<file path="config.mk">
export PLATFORM = sky130hd
export DESIGN_NAME = clk_div_monitor_flat
export DESIGN_NICKNAME = d
export VERILOG_FILES = /design/src/rtl/clk_div_monitor_pkg.sv /design/src/rtl/clk_div_monitor_if.sv /design/src/rtl/clk_div_monitor_clk_sync.sv /design/src/rtl/clk_div_monitor.sv /design/src/flat_wrapper.sv
export SDC_FILE = /design/constraint.sdc
export NUM_CORES = 1
export LEC_CHECK = 0
export ABC_AREA = 1
export BUFFER_PORTS_ARGS = -buffer_cell sky130_fd_sc_hd__buf_2
export CAP_MARGIN = 20
export CORE_MARGIN = 1.5
export CORE_UTILIZATION = 54
export CTS_BUF_LIST = sky130_fd_sc_hd__clkbuf_16
export DETAILED_ROUTE_END_ITERATION = 10
export GPL_ROUTABILITY_DRIVEN = 0
export PLACE_DENSITY_LB_ADDON = 0.1
export SLEW_MARGIN = 20
export SYNTH_ARGS = -nofsm -noshare
export SYNTH_HDL_FRONTEND = slang
export SYNTH_SLANG_ARGS = --single-unit
</file>
<file path="constraint.sdc">
create_clock -name clk_hf -period 2.4 [get_ports clk_hf]
set_clock_uncertainty 0.15 [all_clocks]
set_input_delay 0.12 -clock clk_hf [delete_from_list [all_inputs] [get_ports clk_hf]]
set_output_delay 0.12 -clock clk_hf [all_outputs]
set_load 0.005 [all_outputs]
</file>
<file path="src/rtl/clk_div_monitor_pkg.sv">
// Shared clock-ratio header: monitor FSM encodings and the default divider ratio and lock settings,
// kept in one place so the divider and the monitor always agree on the expected ratio.
package clk_div_monitor_pkg;

  typedef enum logic [1:0] {
    ST_IDLE    = 2'd0,
    ST_MEASURE = 2'd1,
    ST_LOCKED  = 2'd2
  } mon_state_t;

  localparam int DEF_CNT_W  = 16;
  localparam int DEF_EXPECT = 16;
  localparam int DEF_TOL    = 1;
  localparam int DEF_LOCK_N = 4;

endpackage

</file>
<file path="src/rtl/clk_div_monitor_if.sv">
// Divided-clock input, error clear and the measurement results of clk_div_monitor.
interface clk_div_monitor_if #(
  parameter int CNT_W = 16
);

  logic             clk_in;
  logic             clr;
  logic             rise_strobe;
  logic [CNT_W-1:0] period;
  logic             period_valid;
  logic             locked;
  logic             err;

  modport master (
    output clk_in, clr,
    input  rise_strobe, period, period_valid, locked, err
  );

  modport slave (
    input  clk_in, clr,
    output rise_strobe, period, period_valid, locked, err
  );

endinterface

</file>
<file path="src/rtl/clk_div_monitor_clk_sync.sv">
// Two-flop synchronizer with asynchronous reset for any single-bit asynchronous input.
module clk_sync (
  input  logic clk,
  input  logic rst,
  input  logic d,
  output logic q
);

  logic meta;

  always_ff @(posedge clk or posedge rst) begin
    if (rst) begin
      meta <= 1'b0;
      q    <= 1'b0;
    end else begin
      meta <= d;
      q    <= meta;
    end
  end

endmodule

</file>
<file path="src/rtl/clk_div_monitor.sv">
// Measures clk_in periods in clk_hf cycles and reports lock / sticky error; strobe latency 3 cycles,
// or 4 with CLK_MON_GLITCH_FILTER_EN (single-cycle highs rejected). No backpressure.
module clk_div_monitor
  import clk_div_monitor_pkg::*;
#(
  parameter int CNT_W  = DEF_CNT_W,
  parameter int EXPECT = DEF_EXPECT,
  parameter int TOL    = DEF_TOL,
  parameter int LOCK_N = DEF_LOCK_N
) (
  input logic              clk_hf,
  input logic              reset,
  clk_div_monitor_if.slave bus
);

  localparam logic [CNT_W-1:0] CNT_MAX   = '1;
  localparam logic [CNT_W-1:0] CNT_ONE   = CNT_W'(1);
  localparam logic [CNT_W:0]   EXPECT_X  = (CNT_W+1)'(EXPECT);
  localparam logic [CNT_W:0]   TOL_X     = (CNT_W+1)'(TOL);
  localparam logic [3:0]       LOCK_LAST = 4'(LOCK_N - 1);

  logic             in_sync;
  logic             prev_q;
  logic             edge_det;

  mon_state_t       state_q, state_nxt;
  logic [CNT_W-1:0] cnt_q, cnt_nxt;
  logic [3:0]       good_q, good_nxt;
  logic [CNT_W-1:0] period_q, period_nxt;
  logic             valid_nxt;
  logic             err_ev;

  logic             strobe_q;
  logic             valid_q;
  logic             locked_q;
  logic             set_err_q;
  logic             err_q;

  clk_sync u_sync (
    .clk (clk_hf),
    .rst (reset),
    .d   (bus.clk_in),
    .q   (in_sync)
  );

`ifdef CLK_MON_GLITCH_FILTER_EN
  logic prev2_q;

  always_ff @(posedge clk_hf or posedge reset) begin
    if (reset) begin
      prev_q  <= 1'b0;
      prev2_q <= 1'b0;
    end else begin
      prev_q  <= in_sync;
      prev2_q <= prev_q;
    end
  end

  // High must persist a second cycle after a low before the edge counts.
  assign edge_det = in_sync & prev_q & ~prev2_q;
`else
  always_ff @(posedge clk_hf or posedge reset) begin
    if (reset) begin
      prev_q <= 1'b0;
    end else begin
      prev_q <= in_sync;
    end
  end

  assign edge_det = in_sync & ~prev_q;
`endif

  // Both operands are below 2^CNT_W, so the extra bit of the difference is a valid sign.
  function automatic logic in_tol(input logic [CNT_W-1:0] p);
    logic [CNT_W:0] ext;
    logic [CNT_W:0] diff;
    logic [CNT_W:0] mag;
    ext  = {1'b0, p};
    diff = ext - EXPECT_X;
    mag  = diff[CNT_W] ? (EXPECT_X - ext) : diff;
    return (mag <= TOL_X);
  endfunction

  always_comb begin
    state_nxt  = state_q;
    cnt_nxt    = cnt_q;
    good_nxt   = good_q;
    period_nxt = period_q;
    valid_nxt  = 1'b0;
    err_ev     = 1'b0;
    case (state_q)
      ST_IDLE: begin
        cnt_nxt = '0;
        if (edge_det) begin
          state_nxt = ST_MEASURE;
          cnt_nxt   = CNT_ONE;
          good_nxt  = '0;
        end
      end
      ST_MEASURE, ST_LOCKED: begin
        if (cnt_q == CNT_MAX) begin
          state_nxt = ST_IDLE;
          cnt_nxt   = '0;
          good_nxt  = '0;
          err_ev    = 1'b1;
        end else begin
          cnt_nxt = cnt_q + CNT_ONE;
          if (edge_det) begin
            // cnt_q equals the cycle distance since the previous strobe.
            period_nxt = cnt_q;
            valid_nxt  = 1'b1;
            cnt_nxt    = CNT_ONE;
            if (in_tol(cnt_q)) begin
              if (state_q == ST_MEASURE) begin
                if (good_q == LOCK_LAST) begin
                  state_nxt = ST_LOCKED;
                end
                good_nxt = good_q + 4'd1;
              end
            end else begin
              state_nxt = ST_MEASURE;
              good_nxt  = '0;
              err_ev    = 1'b1;
            end
          end
        end
      end
      default: begin
        state_nxt = ST_IDLE;
        cnt_nxt   = '0;
        good_nxt  = '0;
      end
    endcase
  end

  always_ff @(posedge clk_hf or posedge reset) begin
    if (reset) begin
      state_q   <= ST_IDLE;
      cnt_q     <= '0;
      good_q    <= '0;
      period_q  <= '0;
      strobe_q  <= 1'b0;
      valid_q   <= 1'b0;
      set_err_q <= 1'b0;
      locked_q  <= 1'b0;
      err_q     <= 1'b0;
    end else begin
      state_q   <= state_nxt;
      cnt_q     <= cnt_nxt;
      good_q    <= good_nxt;
      period_q  <= period_nxt;
      strobe_q  <= edge_det;
      valid_q   <= valid_nxt;
      set_err_q <= err_ev;
      // Status lags the state change by one cycle; a set event beats a clear.
      locked_q  <= (state_q == ST_LOCKED);
      err_q     <= set_err_q | (err_q & ~bus.clr);
    end
  end

  assign bus.rise_strobe  = strobe_q;
  assign bus.period       = period_q;
  assign bus.period_valid = valid_q;
  assign bus.locked       = locked_q;
  assign bus.err          = err_q;

endmodule
</file>
<file path="src/flat_wrapper.sv">
// flat-port wrapper written by rule: the top's interface ports become plain ports
module clk_div_monitor_flat import clk_div_monitor_pkg::*;
#(
  parameter int CNT_W  = DEF_CNT_W,
  parameter int EXPECT = DEF_EXPECT,
  parameter int TOL    = DEF_TOL,
  parameter int LOCK_N = DEF_LOCK_N
)
  (clk_hf, reset, bus_clk_in, bus_clr, bus_rise_strobe, bus_period, bus_period_valid, bus_locked, bus_err);
  clk_div_monitor_if #(.CNT_W(CNT_W)) bus_i ();
  input logic clk_hf;
  input logic reset;
  input wire logic [$bits(bus_i.clk_in)-1:0] bus_clk_in;
  input wire logic [$bits(bus_i.clr)-1:0] bus_clr;
  output wire logic [$bits(bus_i.rise_strobe)-1:0] bus_rise_strobe;
  output wire logic [$bits(bus_i.period)-1:0] bus_period;
  output wire logic [$bits(bus_i.period_valid)-1:0] bus_period_valid;
  output wire logic [$bits(bus_i.locked)-1:0] bus_locked;
  output wire logic [$bits(bus_i.err)-1:0] bus_err;
  assign bus_i.clk_in = bus_clk_in;
  assign bus_i.clr = bus_clr;
  assign bus_rise_strobe = bus_i.rise_strobe;
  assign bus_period = bus_i.period;
  assign bus_period_valid = bus_i.period_valid;
  assign bus_locked = bus_i.locked;
  assign bus_err = bus_i.err;
  clk_div_monitor #(.CNT_W(CNT_W), .EXPECT(EXPECT), .TOL(TOL), .LOCK_N(LOCK_N)) u_core (.clk_hf(clk_hf), .reset(reset), .bus(bus_i));
endmodule
</file>
==> flow_summary.yaml, run 1 <==
detailed_routing:
  vias_per_cell: 5.42
  dr.pass1.iters: 5
  wl_per_cell_um: 14.2
  drtIter0Drc: 223
  drc: 0
  wl_um: 7120
  final_antenna_net_count: 0
  num_vias: 2719
power_and_ir_drop:
  vdd_ir_drop_max_uv: 514
  p_leak_uw: 0.00189
  pwr_density_cell_nw_per_um2: 731
worst_setup_path:
  crit_path_max_incr_delay_ns: 0.43
  worstPathMaxFanout: 8
  cp-end-kind: "flop"
  cp_cell_sequence: "nor2_1 -> nand2_2 -> nor2_8 -> nand2_2 -> nand2_2 -> nand2_1 -> nor2_2 -> nand3_2 -> nor2_4 -> nand4_4 -> nand2_4 -> nor2_2 -> nand2_1 -> nand2_1"
  critPathArrivalTime_ns: 2.31
  required_ns: 2.43
  crit_buf_inv: 0
  crit_type: "flop to flop"
  cp_top_family: "simple AND/OR/NAND/NOR gates"
  startpoint_type: "flop"
  critPathSlowestCell: "dfrtp_1"
cts:
  cts-root-buf: "clkbuf_16"
  cts.sinks: 46
  cts_buffers: 5
  clk_path_buf_depth: 2
  clock_latency_ns: 0.29
  cts_tree: "built"
  htreeDepth: 2
  clk_pin_slew_ns: 0.06
floorplan:
  die_h_um: 76.9
  start_util_pct: 57.1
  die_x_um: 76.9
  rows: 26
  ioPinCount: 24
  core_um2: 5170
  dieArea_um2: 5920
grt:
  grt_pass1_vias: 2522
  grt_max_degree: 33
  grt_antenna_before_repair: 0
  grtUsageTotal_pct: 24.9
  grt_pass1_wl_um: 11700
  globalRoute.totalOverflow: 0
yosys:
  synth_cell_types: 38
  synth_most_common_cell: "nand2_1"
  synth_largest_area_cell: "dfrtp_1"
  yosysTopAreaCellShare_pct: 39.0
  syn_nets: 394
  synth_flop_cell: "dfrtp_1"
  synth.ff_latch_count: 46
  syn-instance-count: 381
  netlist_area_um2: 2950
  async_flop_share_pct: 100
  synth_area_leaders: "dfrtp_1 39%, nand2_1 12%, nand3_1 5.8%"
  yosysWarningCount: 0
  ys_top_cells_by_count: "92 x nand2_1, 46 x dfrtp_1, 44 x nor2_1, 37 x inv_1, 34 x nand3_1"
  synth_edf_count: 0
  ys_seq_area_share_pct: 39.0
  synth_area_per_cell_um2: 7.75
sta:
  drv_slew: 0
  min_period_ns: 2.28
  setup_violations: 0
  fin_tns_setup_ns: 0
  final-hold-violation-count: 0
  maxSlewHeadroom_pct: 67.2
  post-route-period-util_pct: 95.0
  worst_pin_slew_ns: 0.491
  rsz0062_at_grt: "yes"
  fmax_ghz: 0.438
worst_hold_path:
  hold_class: "flop to flop"
final_layout:
  final_layout_size_suffix_gt1_share_pct: 29.2
  fillerInstances: 419
  diodes: 0
  syn_to_final_growth_pct: 22.5
  final_util_pct: 69.9
  nets: 444
job:
  cap_violations: 0
outcome:
  status: "finished clean"
placement:
  io_buffer_count: 23
  dpl.hpwl_um: 5110
==> sequential cells by signal, summed over array words and instances (netlist names), 2 cells and up <==
register           count
u_core.cnt_q          16
u_core.bus.period     16
u_core.state_q         2
u_core.good_q          4
==> cell usage in the layout (no fill, tap or decap), types with 6 or more instances in the layout <==
master,instances
dfrtp_1,37
buf_4,23
nand3_1,31
nor2_4,10
nor2_1,39
o21ai_0,19
xor2_1,13
nor2_2,10
buf_2,23
ha_1,6
inv_1,34
dfrtp_2,9
o21ai_1,8
inv_2,9
nand2_2,8
nand2_1,91
==> path summary, 6_finish.rpt <==
path / startpoint / endpoint / slack (ns) / cells past startpoint
worst min register to register: u_core.u_sync.meta / u_core.u_sync.q / 0.22 / 0
worst max register to register: u_core.cnt_q[14] / u_core.state_q[1] / 0.12 / 14
worst min-delay path: u_core.u_sync.meta / u_core.u_sync.q / 0.22 / 0
min in group asynchronous: reset / u_core.state_q[0] / 0.23 / 3
max in group asynchronous: reset / u_core.cnt_q[2] / 1.16 / 4
worst max-delay path: u_core.cnt_q[14] / u_core.state_q[1] / 0.12 / 14
==> layer usage <==
layer | global-route usage [%] | vias to the layer above | part of all wire (%)
met5 | 0 | - | 0
met4 | 7.78 | 0 | 2.8
met3 | 4.88 | 29 | 6.7
met2 | 38.5 | 122 | 44
met1 | 35.0 | 1251 | 47
li1 | - | 1317 | -
==> layout make-up <==
class,count,area [um2],area share (%)
clock buffers,5,125,3.46
clock inverters,3,41.3,1.14
inverters,44,169,4.67
multi-input cells,282,1660,45.9
flip-flops and latches,46,1160,32.1
well taps,70,87.6,2.42
repair buffers,52,370,10.2
==> metrics by stage <==
step | power, uW | hold slack, ns | cells | area, um2 | setup slack, ns
floorplan | 1570 | 0.00143 | 381 | 2950 | 0.0449
global placement | 1800 | -0.00842 | 479 | 3220 | 0.0769
detailed placement | 1820 | 0.00191 | 479 | 3220 | -0.0186
CTS | 2600 | 0.225 | 491 | 3420 | 0.0455
global route | 2810 | 0.234 | 502 | 3620 | -0.0444
finish | 2640 | 0.218 | 502 | 3620 | 0.119
==> what timing repair did <==
action | 4_1_cts | 5_1_grt
hold buffers | 3 | 0
setup endpoints to repair | 2 | 37
resized for setup | 0 | 35
cloned | 0 | 1
buffers inserted | 1 | 10
endpoints found under the hold margin | 22 | 0
pin swaps | 0 | 11
==> cells by family after synthesis <==
logic type,share of synthesized area (%)
buffers and inverters,8.31
AND/OR/NAND/NOR,37.6
flip-flops,39.0
adder cells (fa/ha/maj),3.82
AO/OA/AOI/OAI,7.16
XOR/XNOR,4.15
==> power by group <==
part | internal, uW | leakage (uW) | switching [uW]
Clock | 487 | 0.0000812 | 283
Combinational | 364 | 0.00120 | 577
Sequential | 864 | 0.000609 | 68.8
Total | 1710 | 0.00189 | 928
Note: power is estimated with default switching activity, not from simulation.
==> inputs of run 2 (changes only) <==
SYNTH_HIERARCHICAL = 1   (was unset)
==> run 2 against run 1 <==
Net effect: area after synthesis decreased by 5.9%; sequential cell count unchanged; register-to-register slack about the same; power decreased by 16%; setup slack improved by 0.0099 ns; hold slack got worse by 0.14 ns; maximum frequency increased by 0.44%; final area decreased by 9.5%; utilization decreased by 2.4 points; first-iteration DRC count decreased by 25%; highest routed layer unchanged; die area decreased by 5.7%.
==> flow_summary.yaml, run 2 <==
worst_setup_path:
  required_ns: 2.43
  worstReg2RegStart: "u_core/cnt_q[13]"
  ff2ff_path_depth: 12
  rrSetupSlack_ns: 0.13
  r2r_end: "u_core/state_q[0]"
  crit_path_start: "u_core/cnt_q[13]"
  critPathArrivalTime_ns: 2.30
  startpoint_type: "flop"
  endpoint: "u_core/state_q[0]"
  worstPathMaxFanout: 10
  crit_type: "flop to flop"
  cp-end-kind: "flop"
sta:
  drv_slew: 0
  fmax_ghz: 0.440
  fin_ws_ns: 0.129
  maxSlewHeadroom_pct: 63.9
  worst_pin_slew_ns: 0.542
  final-hold-violation-count: 0
  fin_tns_setup_ns: 0
  min_period_ns: 2.27
  post-route-period-util_pct: 94.6
  setup_violations: 0
  rsz0062_at_grt: "no"
final_layout:
  layout_common_cells: "79 x nand2_1, 42 x dfrtp_1, 40 x nor2_1"
  nets: 399
  final_common_cell: "nand2_1"
  final_layout_size_suffix_gt1_share_pct: 22.2
  diodes: 0
  syn_to_final_growth_pct: 17.8
  fillerInstances: 407
  layoutNonFillerInstCount: 454
  fin_area_um2: 3270
floorplan:
  rows: 25
  dieArea_um2: 5580
  core_um2: 4850
  die_h_um: 74.7
  die_x_um: 74.7
  start_util_pct: 57.3
  ioPinCount: 24
power_and_ir_drop:
  internal_power_uw: 1490
  clockPowerShare_pct: 29.1
  p_comb_share_pct: 29.9
  power.switching_uw: 730
  vdd_ir_drop_max_uv: 412
  seqPwrFrac_pct: 41.0
  totalPowerFinal_uw: 2220
  sw_frac_of_total_pct: 32.9
  p_leak_uw: 0.00166
  pwr_density_cell_nw_per_um2: 677
grt:
  grt_max_degree: 45
  grt_pass1_wl_um: 9800
  grt_pass1_vias: 2056
  grtUsageTotal_pct: 23.5
  grt_antenna_before_repair: 0
  globalRoute.totalOverflow: 0
worst_hold_path:
  hold_class: "input port to asynchronous set/reset pin"
detailed_routing:
  wl_um: 6010
  wl_met2_um: 2500
  final_antenna_net_count: 0
  wl_per_cell_um: 13.2
  met1Wirelength_um: 3040
  drc: 0
  dr.pass1.iters: 5
  wl_met3_um: 365
  vias_per_cell: 5.19
  num_vias: 2354
  drtIter0Drc: 168
  top_layer: "met4"
placement:
  placed_cells: 440
  dpl.hpwl_um: 4440
  dp_slack_ns: 0.0308
  io_buffer_count: 23
  dpl-instance-area_um2: 3020
cts:
  clock_latency_ns: 0.28
  htreeDepth: 2
  clk_pin_slew_ns: 0.06
  cts_tree: "built"
  cts.sinks: 46
  cts_buffers: 5
  cts-root-buf: "clkbuf_16"
  clk_path_buf_depth: 2
yosys:
  synth.ff_latch_count: 46
  ys_top_cells_by_count: "80 x nand2_1, 46 x dfrtp_1, 42 x nor2_1, 40 x inv_1"
  synth_area_per_cell_um2: 7.98
  synth_area_leaders: "dfrtp_1 41%, nand2_1 11%, nor2_1 5.7%"
  async_flop_share_pct: 100
  yosysTopAreaCellShare_pct: 41.4
  ys_seq_area_share_pct: 41.4
  synth_edf_count: 0
  synth_flop_cell: "dfrtp_1"
  netlist_area_um2: 2780
  synth_largest_area_cell: "dfrtp_1"
  yosysWarningCount: 6
  syn-instance-count: 348
  synth_most_common_cell: "nand2_1"
  synth_cell_types: 37
  syn_nets: 361
outcome:
  status: "finished clean"
job:
  cap_violations: 0
==> run 2: cell count changes after synthesis, sizes merged, moves of 4 or more <==
cell,before,now
xor2,13,9
nand3,36,25
nand2,103,88
nand4,7,12
o21ai,28,23
nor2,61,52
==> run 2: power groups by stage <==
stage | Sequential [uW] | Combinational, uW | Clock (uW)
global route | 926 | 741 | 688
CTS | 902 | 601 | 663
global placement | 913 | 582 | 0
floorplan | 904 | 415 | 0
detailed placement | 915 | 588 | 0
finish | 910 | 662 | 645
==> run 2: worst min-delay path by stage <==
stage / end / slack [ns]
floorplan: u_core/u_sync/meta / -0.29
global placement: u_core/u_sync/meta / -0.17
detailed placement: u_core/u_sync/meta / -0.17
CTS: u_core/u_sync/meta / 0.08
global route: u_core/u_sync/q / 0.11
finish: u_core/u_sync/meta / 0.08
==> run 2: critical path: stages, from the launching register on <==
cell and delay, ns:
dfrtp_1 0.48, nor2_1 0.19, nand2_2 0.09, nor2_4 0.15, nand2_4 0.12, nand3_1 0.14, nand2_1 0.10, nor3_4 0.29
nand2_1 0.14, o21ai_1 0.15, inv_1 0.05, nand2_1 0.06, nand2_1 0.04
==> run 2: repair_timing <==
| action | 4_1_cts | 5_1_grt |
|---|---|---|
| pin swaps | 0 | 6 |
| cloned | 0 | 1 |
| resized for setup | 1 | 19 |
| endpoints found under the setup margin | 1 | 6 |
| setup buffers | 0 | 2 |
| endpoints found under the hold margin | 48 | 0 |
| hold buffers | 3 | 0 |
==> run 2: through the flow <==
step	util, %	hold slack (ns)
after floorplan	-	-0.289
after global placement	62.3	-0.169
after detailed placement	62.3	-0.166
after CTS	65.8	0.0767
after global routing	67.5	0.111
final	67.5	0.0781
==> run 2: cells by family after synthesis <==
logic type	share of synthesized area [%]
compound gates	6.22
xor+xnor	3.15
fa+ha+maj	4.05
buf+inv	8.47
flops	41.4
simple gates	36.7
==> run 2: per-layer routing <==
layer / global-route usage [%] / up-vias
li1: - / 1192
met1: 36.3 / 1068
met2: 34.0 / 82
met3: 4.82 / 12
met4: 5.45 / 0
met5: 0 / -
==> run 2: layout make-up <==
type,count,area [um2],share of cell area (%)
inverters,46,180,5.50
flip-flops and latches,46,1160,35.3
well taps,67,83.8,2.56
multi-input cells,249,1460,44.5
repair buffers,38,260,7.95
clock buffers,5,125,3.82
clock inverters,3,12.5,0.382
==> inputs of run 3 (changes only) <==
==> constraint.sdc (replaced) <==
create_clock -name clk_hf -period 2.4 [get_ports clk_hf]
set_clock_uncertainty 0.15 [all_clocks]
set_input_delay 0.72 -clock clk_hf [delete_from_list [all_inputs] [get_ports clk_hf]]
set_output_delay 0.72 -clock clk_hf [all_outputs]
set_load 0.005 [all_outputs]
==> run 3 against run 2 <==
Net effect: hold slack better by 0.053 ns; die area unchanged; utilization fell by 0.62 points; critical path depth stayed put; cell count decreased by 0.66%; sequential share of layout area increased by 0.33 points; sequential power about the same; non-clock buffer count decreased by 3; final area is 0.92% lower; critical endpoint unchanged; largest cell class unchanged; highest routed layer unchanged.
==> flow_summary.yaml, run 3 (same netlist as run 2, synthesis figures left out) <==
final_layout:
  final_common_cell: "nand2_1"
  diodes: 0
  multi_input_area_um2: 1460
  final_layout_size_suffix_gt1_share_pct: 22.4
  layout_common_cells: "79 x nand2_1, 42 x dfrtp_1, 40 x nor2_1"
  final_util_pct: 66.9
  nets: 396
  register_area_um2: 1160
  fillerInstances: 410
  syn_to_final_growth_pct: 16.8
worst_setup_path:
  cp-end-kind: "flop"
  critPathSlowestCell: "dfrtp_1"
  cp_common_cell: "nand2_1"
  cp_cell_sequence: "nor2_4 -> nand2_4 -> nor2_4 -> nand2_4 -> nand3_1 -> nand2_1 -> nor3_4 -> nand2_1 -> o21ai_1 -> inv_1 -> nand2_1 -> nand2_1"
  cp_top_family: "simple AND/OR/NAND/NOR gates"
  critPathArrivalTime_ns: 2.29
  crit_type: "flop to flop"
  worstPathMaxFanout: 10
  startpoint_type: "flop"
  crit_buf_inv: 1
  crit_path_max_incr_delay_ns: 0.46
  required_ns: 2.43
cts:
  clk_path_buf_depth: 2
  cts_tree: "built"
  cts_hold_buf: 0
  cts_buffers: 5
  cts-root-buf: "clkbuf_16"
  htreeDepth: 2
  cts.sinks: 46
  clock_latency_ns: 0.28
  clk_pin_slew_ns: 0.06
detailed_routing:
  wl_um: 5980
  final_antenna_net_count: 0
  wl_per_cell_um: 13.3
  drtIter0Drc: 169
  vias_per_cell: 5.18
  num_vias: 2335
  dr.pass1.iters: 4
  drc: 0
sta:
  min_period_ns: 2.26
  maxSlewHeadroom_pct: 63.9
  worst_pin_slew_ns: 0.542
  setup_violations: 0
  fmax_ghz: 0.442
  rsz0062_at_grt: "no"
  fin_tns_setup_ns: 0
  drv_slew: 0
  final-hold-violation-count: 0
  post-route-period-util_pct: 94.2
floorplan:
  rows: 25
  start_util_pct: 57.3
  die_x_um: 74.7
  ioPinCount: 24
  core_um2: 4850
  die_h_um: 74.7
  dieArea_um2: 5580
worst_hold_path:
  hold_class: "input port to asynchronous set/reset pin"
power_and_ir_drop:
  p_leak_uw: 0.00164
  pwr_density_cell_nw_per_um2: 683
  vdd_ir_drop_max_uv: 411
placement:
  io_buffer_count: 23
  dpl.hpwl_um: 4440
grt:
  globalRoute.totalOverflow: 0
  grt_max_degree: 45
  grt_antenna_before_repair: 0
  grt_pass1_vias: 2047
  grt_pass1_wl_um: 9800
  grtUsageTotal_pct: 23.5
outcome:
  status: "finished clean"
job:
  cap_violations: 0
[run 3: cell count changes in the layout (fill, tap and decap cells not counted), sizes merged]
cell         previous run  this run
dlygate4sd3             3         0
[run 3: worst paths after layout]
check | from | cells after the start | endpoint | slack (ns)
setup / recovery | u_core/cnt_q[9] | 12 | u_core/state_q[0] | 0.14
max in group asynchronous | reset | 3 | u_core/cnt_q[0] | 1.28
hold / removal | reset | 2 | u_core/u_sync/meta | 0.13
min in group clk_hf | u_core/u_sync/meta | 0 | u_core/u_sync/q | 0.21
setup reg to reg | u_core/cnt_q[9] | 12 | u_core/state_q[0] | 0.14
hold reg to reg | u_core/u_sync/meta | 0 | u_core/u_sync/q | 0.21
[run 3: per-stage QoR]
step	setup slack, ns	std cells	area (um2)	hold WS (ns)	total power [uW]
finish	0.138	451	3240	0.131	2210
global route	0.00419	451	3240	0.157	2350
CTS	0.0504	448	3160	0.132	2160
detailed placement	0.0308	440	3020	0.202	1500
global placement	0.0793	440	3020	0.195	1500
floorplan	0.140	348	2780	0.181	1320
[run 3: layer usage]
layer  vias to the layer above  GRT usage [%]  wire, um
li1                       1184              -         -
met1                      1065           36.3      3110
met2                        78           33.9      2500
met3                         8           4.82       309
met4                         0           5.45        64
met5                         -              0         0
[run 3: layout make-up]
| type | instances | share of cell area (%) |
|---|---|---|
| multi-input cells | 249 | 44.9 |
| well taps | 67 | 2.58 |
| repair buffers | 35 | 7.10 |
| clock inverters | 3 | 0.386 |
| inverters | 46 | 5.56 |
| flip-flops and latches | 46 | 35.6 |
| clock buffers | 5 | 3.86 |
[run 3: worst reg2reg max path: stages (launching register included)]
cell     delay, ns
dfrtp_1       0.46
nor2_4        0.20
nand2_4       0.08
nor2_4        0.17
nand2_4       0.12
nand3_1       0.14
nand2_1       0.10
nor3_4        0.28
nand2_1       0.15
o21ai_1       0.14
inv_1         0.05
nand2_1       0.06
nand2_1       0.04
[run 3: where the power goes]
group,internal [uW],total (uW),switching (uW)
Combinational,259,658,398
Sequential,849,910,61.6
Clock,376,646,269
[run 3: what timing repair did]
action | in CTS | in global routing
buffers inserted | 0 | 2
gates resized for setup | 1 | 19
pin swaps | 0 | 6
endpoints found under the setup margin | 1 | 6
cloned | 0 | 1
